--- src/rtl/tmds_rx_channel_if.sv ---
// Parallel-side bus of one TMDS receive channel: raw deserialized words in,
// decoded symbol stream out. `lock_loss_cnt` exists only with TMDS_RX_STATS_EN.
interface tmds_rx_channel_if;
  logic [9:0] raw_data;
  logic [7:0] data;
  logic [1:0] ctrl;
  logic       de;
  logic       locked;
  logic [3:0] align_offset;
`ifdef TMDS_RX_STATS_EN
  logic [7:0] lock_loss_cnt;

  modport master (
    output raw_data,
    input  data, ctrl, de, locked, align_offset, lock_loss_cnt
  );

  modport slave (
    input  raw_data,
    output data, ctrl, de, locked, align_offset, lock_loss_cnt
  );
`else
  modport master (
    output raw_data,
    input  data, ctrl, de, locked, align_offset
  );

  modport slave (
    input  raw_data,
    output data, ctrl, de, locked, align_offset
  );
`endif
endinterface

--- src/rtl/tmds_rx_channel.sv ---
// TMDS receive channel: word alignment by control-token hunting, then symbol decode.
// Optional macro TMDS_RX_STATS_EN adds a saturating lock-loss counter output.
module tmds_rx_channel #(
  parameter int LOCK_TOKENS   = 8,
  parameter int SEARCH_CYCLES = 4096,
  parameter int LOSS_CYCLES   = 4096
) (
  input logic              pixel_clk,
  input logic              rst,
  tmds_rx_channel_if.slave rx
);

  localparam int ST_W = $clog2(SEARCH_CYCLES + 1);
  localparam int LT_W = $clog2(LOSS_CYCLES + 1);

  typedef enum logic [1:0] {
    S_SEARCH,
    S_VERIFY,
    S_LOCKED
  } state_t;

  logic [9:0]      raw_q;
  logic [9:0]      raw_prev;
  logic [9:0]      win;
  logic [19:0]     pair;

  state_t          state;
  state_t          state_d;
  logic [3:0]      offset;
  logic [3:0]      offset_d;
  logic [7:0]      tok_cnt;
  logic [7:0]      tok_cnt_d;
  logic [ST_W-1:0] search_cnt;
  logic [ST_W-1:0] search_cnt_d;
  logic [LT_W-1:0] loss_cnt;
  logic [LT_W-1:0] loss_cnt_d;

  logic            is_token;
  logic [1:0]      token_ctrl;
  logic [7:0]      d_unmasked;
  logic [7:0]      pixel;

  logic [7:0]      data_d;
  logic [7:0]      data_q;
  logic [1:0]      ctrl_d;
  logic [1:0]      ctrl_q;
  logic            de_d;
  logic            de_q;
  logic            locked_q;

  // Older word in the low half: bit 0 of the pair is the earliest received bit.
  assign pair = {raw_q, raw_prev};

  // ---------------------------------------------------------------- symbol decode
  always_comb begin
    // NOTE: every combinational output gets a default first, so no path infers a latch.
    is_token   = 1'b1;
    token_ctrl = 2'b00;
    case (win)
      10'h354: token_ctrl = 2'b00;
      10'h0AB: token_ctrl = 2'b01;
      10'h154: token_ctrl = 2'b10;
      10'h2AB: token_ctrl = 2'b11;
      default: is_token   = 1'b0;
    endcase
  end

  always_comb begin
    d_unmasked = win[9] ? ~win[7:0] : win[7:0];
    pixel      = '0;
    pixel[0]   = d_unmasked[0];
    for (int i = 1; i < 8; i++) begin
      pixel[i] = win[8] ? (d_unmasked[i] ^ d_unmasked[i-1])
                        : ~(d_unmasked[i] ^ d_unmasked[i-1]);
    end
  end

  // ---------------------------------------------------------------- state register
  always_ff @(posedge pixel_clk or posedge rst) begin
    if (rst) begin
      raw_q      <= '0;
      raw_prev   <= '0;
      win        <= '0;
      state      <= S_SEARCH;
      offset     <= '0;
      tok_cnt    <= '0;
      search_cnt <= '0;
      loss_cnt   <= '0;
    end else begin
      // NOTE: non-blocking assignments let every register sample pre-edge values,
      // which is what makes raw_q -> raw_prev a real two-stage shift.
      raw_q      <= rx.raw_data;
      raw_prev   <= raw_q;
      win        <= pair[{1'b0, offset} +: 10];
      state      <= state_d;
      offset     <= offset_d;
      tok_cnt    <= tok_cnt_d;
      search_cnt <= search_cnt_d;
      loss_cnt   <= loss_cnt_d;
    end
  end

  // ---------------------------------------------------------------- next state
  always_comb begin
    state_d      = state;
    offset_d     = offset;
    tok_cnt_d    = tok_cnt;
    search_cnt_d = search_cnt;
    loss_cnt_d   = loss_cnt;

    if (state == S_LOCKED) begin
      search_cnt_d = '0;
      if (is_token) begin
        loss_cnt_d = '0;
      end else if (loss_cnt == LT_W'(LOSS_CYCLES - 1)) begin
        state_d    = S_SEARCH;
        loss_cnt_d = '0;
      end else begin
        loss_cnt_d = loss_cnt + 1'b1;
      end
    end else if (search_cnt == ST_W'(SEARCH_CYCLES - 1)) begin
      // Dwell expiry takes priority over a token seen on the same cycle.
      state_d      = S_SEARCH;
      offset_d     = (offset == 4'd9) ? 4'd0 : offset + 4'd1;
      search_cnt_d = '0;
      tok_cnt_d    = '0;
    end else begin
      search_cnt_d = search_cnt + 1'b1;
      if (!is_token) begin
        state_d   = S_SEARCH;
        tok_cnt_d = '0;
      end else if (state == S_SEARCH) begin
        state_d   = S_VERIFY;
        tok_cnt_d = 8'd1;
      end else if (tok_cnt == 8'(LOCK_TOKENS - 1)) begin
        state_d      = S_LOCKED;
        tok_cnt_d    = '0;
        search_cnt_d = '0;
        loss_cnt_d   = '0;
      end else begin
        tok_cnt_d = tok_cnt + 1'b1;
      end
    end
  end

  // ---------------------------------------------------------------- outputs
  // Gated by the next state so the lock-completing symbol is already marked locked.
  always_comb begin
    data_d = '0;
    ctrl_d = '0;
    de_d   = 1'b0;
    if (state_d == S_LOCKED) begin
      if (is_token) begin
        ctrl_d = token_ctrl;
      end else begin
        de_d   = 1'b1;
        data_d = pixel;
      end
    end
  end

  always_ff @(posedge pixel_clk or posedge rst) begin
    if (rst) begin
      data_q   <= '0;
      ctrl_q   <= '0;
      de_q     <= 1'b0;
      locked_q <= 1'b0;
    end else begin
      data_q   <= data_d;
      ctrl_q   <= ctrl_d;
      de_q     <= de_d;
      locked_q <= (state_d == S_LOCKED);
    end
  end

  assign rx.data         = data_q;
  assign rx.ctrl         = ctrl_q;
  assign rx.de           = de_q;
  assign rx.locked       = locked_q;
  assign rx.align_offset = offset;

`ifdef TMDS_RX_STATS_EN
  logic [7:0] loss_events;

  always_ff @(posedge pixel_clk or posedge rst) begin
    if (rst) begin
      loss_events <= '0;
    end else if (state == S_LOCKED && state_d == S_SEARCH && loss_events != 8'hFF) begin
      loss_events <= loss_events + 8'd1;
    end
  end

  assign rx.lock_loss_cnt = loss_events;
`endif

  offset_in_range: assert property (@(posedge pixel_clk) disable iff (rst) offset <= 4'd9);
  de_only_when_locked: assert property (@(posedge pixel_clk) disable iff (rst) de_q |-> locked_q);

endmodule

--- src/flat_wrapper.sv ---
// flat-port wrapper written by rule: the top's interface ports become plain ports
module tmds_rx_channel_flat 
#(
  parameter int LOCK_TOKENS   = 8,
  parameter int SEARCH_CYCLES = 4096,
  parameter int LOSS_CYCLES   = 4096
)
  (pixel_clk, rst, rx_raw_data, rx_data, rx_ctrl, rx_de, rx_locked, rx_align_offset);
  tmds_rx_channel_if rx_i ();
  input logic pixel_clk;
  input logic rst;
  input wire logic [$bits(rx_i.raw_data)-1:0] rx_raw_data;
  output wire logic [$bits(rx_i.data)-1:0] rx_data;
  output wire logic [$bits(rx_i.ctrl)-1:0] rx_ctrl;
  output wire logic [$bits(rx_i.de)-1:0] rx_de;
  output wire logic [$bits(rx_i.locked)-1:0] rx_locked;
  output wire logic [$bits(rx_i.align_offset)-1:0] rx_align_offset;
  assign rx_i.raw_data = rx_raw_data;
  assign rx_data = rx_i.data;
  assign rx_ctrl = rx_i.ctrl;
  assign rx_de = rx_i.de;
  assign rx_locked = rx_i.locked;
  assign rx_align_offset = rx_i.align_offset;
  tmds_rx_channel #(.LOCK_TOKENS(LOCK_TOKENS), .SEARCH_CYCLES(SEARCH_CYCLES), .LOSS_CYCLES(LOSS_CYCLES)) u_core (.pixel_clk(pixel_clk), .rst(rst), .rx(rx_i));
endmodule
--- config.mk ---
export PLATFORM = sky130hd
export DESIGN_NAME = tmds_rx_channel_flat
export DESIGN_NICKNAME = d
export VERILOG_FILES = /design/src/rtl/tmds_rx_channel_if.sv /design/src/rtl/tmds_rx_channel.sv /design/src/flat_wrapper.sv
export SDC_FILE = /design/constraint.sdc
export NUM_CORES = 1
export LEC_CHECK = 0
export CORE_MARGIN = 5
export CORE_UTILIZATION = 45
export CTS_CLUSTER_DIAMETER = 150
export DETAILED_ROUTE_END_ITERATION = 8
export DONT_BUFFER_PORTS = 1
export GPL_ROUTABILITY_DRIVEN = 0
export GPL_TIMING_DRIVEN = 1
export RECOVER_POWER = 50
export SLEW_MARGIN = 20
export SYNTH_ARGS = -nofsm -noshare
export SYNTH_HDL_FRONTEND = slang
export SYNTH_SLANG_ARGS = --single-unit
--- constraint.sdc ---
create_clock -name pixel_clk -period 7.8 [get_ports pixel_clk]
set_input_delay 1.56 -clock pixel_clk [delete_from_list [all_inputs] [get_ports pixel_clk]]
set_output_delay 1.56 -clock pixel_clk [all_outputs]
set_load 0.05 [all_outputs]
==> metrics.cfg <==
[synth]
syn_area_um2=4090
avgSynthCellArea_um2=11.0
yosysSeqAreaShare_pct=50.1
synth_nets=393
ys_types=49
synth_seq_cells=82
ys.warnings.count=0
synth-main-ff-cell=dfrtp_1
synth_cells=372
postSynth.asyncResetShare_pct=100
synth_edf_count=0

[timing]
finalClockSkew_ns=0.0110
setup_violations=0
fin_ws_ns=4.88
finalHoldViolations=0
final_max_slew_viol_count=0
max_slew_margin_pct=24.7
finalCritPeriodShare_pct=37.4
max_freq_ghz=0.343
period_needed_ns=2.92
finalSetupTns_ns=0
worst_pin_slew_ns=1.12
rsz0062_at_grt=no

[final_layout]
fillers=782
final_common_cell=dfrtp_1
finalNonFillerCells=484
final_util_pct=50.1
area_growth_pct=7.70
seqCellArea_um2=2050
final_cell_mix=dfrtp_1, nor2_1, nand2_1
multiInputGateArea_um2=1880
drive_gt1_share_pct=12.8
nets=392
num_antenna_cells=0

[place]
portBuffers=0
place_inst=468
dp.final_hpwl_um=5040
pre_cts_slack_ns=5.24

[worst_hold_path]
hold_class=reg -> reg
hold_depth=0
hold_start=u_core.raw_q[5]
whs_endpoint=u_core.raw_prev[5]

[floorplan]
io_pins=28
dieArea_um2=11100
start_util_pct=46.5
die_w_um=105
core_um2=8810
core.rowCount=34
die_height_um=105

[flow_run]
maxCapViolCount=0

[global_routing]
globalRouteOverflowTotal=0
antenna_found_initial=0
grt_use_total_pct=13.9
grt_first_pass_wirelength_um=12400
grt_pass1_vias=2603
grt_max_degree=83

[power]
p_leak_uw=0.00186
power_density_nw_per_um2=192
ir_drop_uv=133

[setup_path]
startpoint_type=flop
rrSetupSlack_ns=5.08
worstSetupPathType=reg -> out
reg2reg_from=u_core.search_cnt[0]
cp.required_ns=6.24
timing.rr.end=u_core.tok_cnt[7]
critPathMaxFanout=18
r2r_cells=6
arrival_ns=1.36
end_kind=output port

[routing]
dr.pass1.iters=4
vias=2660
ant_nets=0
post_drt_wl_per_cell_um=14.7
drc=0
first_iter_violations=130
routed_wl_um=7120
viasPerCell=5.50

[clocking]
htree_levels=3
cts_buffer_depth=2
clk_latency_ns=0.35
cts_sinks=82
cts_root_buf=clkbuf_8
cts_made_buffers=9
path_clk_slew_ns=0.08
post-cts-setup-buffers=0
cts_tree=yes
cts_resized=0
hold_buffers=0

[status]
status=finished clean

[worst max path at each step]
| stage | startpoint | slack [ns] | to | depth (start not counted) |
|---|---|---|---|---|
| 6_report | u_core.rx.align_offset[3] | 4.88 | rx_align_offset[3] | 0 |
| 5_1_grt | u_core.search_cnt[0] | 4.74 | u_core.tok_cnt[7] | 6 |
| 4_1_cts | u_core.rx.align_offset[3] | 4.83 | rx_align_offset[3] | 0 |
| 3_5_place_dp | u_core.rx.align_offset[3] | 5.24 | rx_align_offset[3] | 0 |
| 3_3_place_gp | u_core.rx.align_offset[3] | 5.25 | rx_align_offset[3] | 0 |
| 2_1_floorplan | rst | 4.13 | u_core.loss_cnt[0] | 1 |
[cell usage after synthesis, drive strengths merged (8+ instances only)]
| cell | n | share of area [%] |
|---|---|---|
| buf | 8 | 1.4 |
| and3 | 8 | 1.5 |
| nand2 | 27 | 2.5 |
| mux2i | 9 | 2.2 |
| a31oi | 8 | 1.2 |
| nand4 | 8 | 1.2 |
| nor2 | 46 | 4.2 |
| xnor2 | 23 | 4.9 |
| o21ai | 13 | 1.8 |
| mux4 | 14 | 7.7 |
| inv | 16 | 1.5 |
| a21oi | 16 | 2.0 |
| nand3 | 13 | 1.6 |
| ha | 9 | 2.8 |
| dfrtp | 82 | 50 |
[sequential cells by signal (all words and copies together) (netlist names), 4 cells and up]
| register | flops |
|---|---|
| u_core.search_cnt | 13 |
| u_core.win | 10 |
| u_core.rx.align_offset | 4 |
| u_core.rx.data | 8 |
| u_core.loss_cnt | 13 |
| u_core.tok_cnt | 8 |
| u_core.raw_q | 10 |
| u_core.raw_prev | 10 |
[worst register-to-register path, stage by stage (launching register included)]
cell and delay (ns):
dfrtp_1 0.39, ha_1 0.22, nand4_1 0.14, nor4_1 0.96, a21oi_1 0.27, a31oi_1 0.49, nor2_1 0.11
[metrics by stage]
step	area (um2)	total power [uW]	hold slack (ns)
after detailed placement	4170	485	0.379
after global placement	4170	484	0.379
final	4410	848	0.401
after floorplan	4090	476	0.365
after CTS	4420	865	0.398
after global routing	4410	887	0.408
[area by class of cell]
class / instances / area share, %
clock inverters: 6 / 2.55
flip-flops and latches: 82 / 46.6
clock buffers: 10 / 3.12
inverters: 17 / 1.48
repair buffers: 3 / 0.596
multi-input cells: 258 / 42.6
well taps: 108 / 3.07
[kinds of logic after synthesis]
logic type      after synthesis  synth area share [%]
compound gates               62                  9.87
xor+xnor                     29                  6.21
fa+ha+maj                     9                  2.75
buf+inv                      32                  3.58
flops                        82                  50.1
mux                          26                  10.7
simple gates                132                  16.7
[report_power, final]
group,leakage (uW),internal (uW),switching [uW]
logic,0.000668,16.2,18.5
registers,0.00106,433,8.25
clock network,0.000127,222,150
total,0.00186,671,176
[metal layers]
metal / wire [um] / vias to the layer above / part of all wire (%) / global-route usage (%)
met1: 3430 / 1280 / 48 / 18.7
met3: 390 / 9 / 5.5 / 3.97
met4: 113 / 0 / 1.6 / 5.34
met2: 3180 / 59 / 45 / 21.5
met5: 0 / - / 0 / 0
li1: - / 1312 / - / -
(Power assumes the default switching activity.)
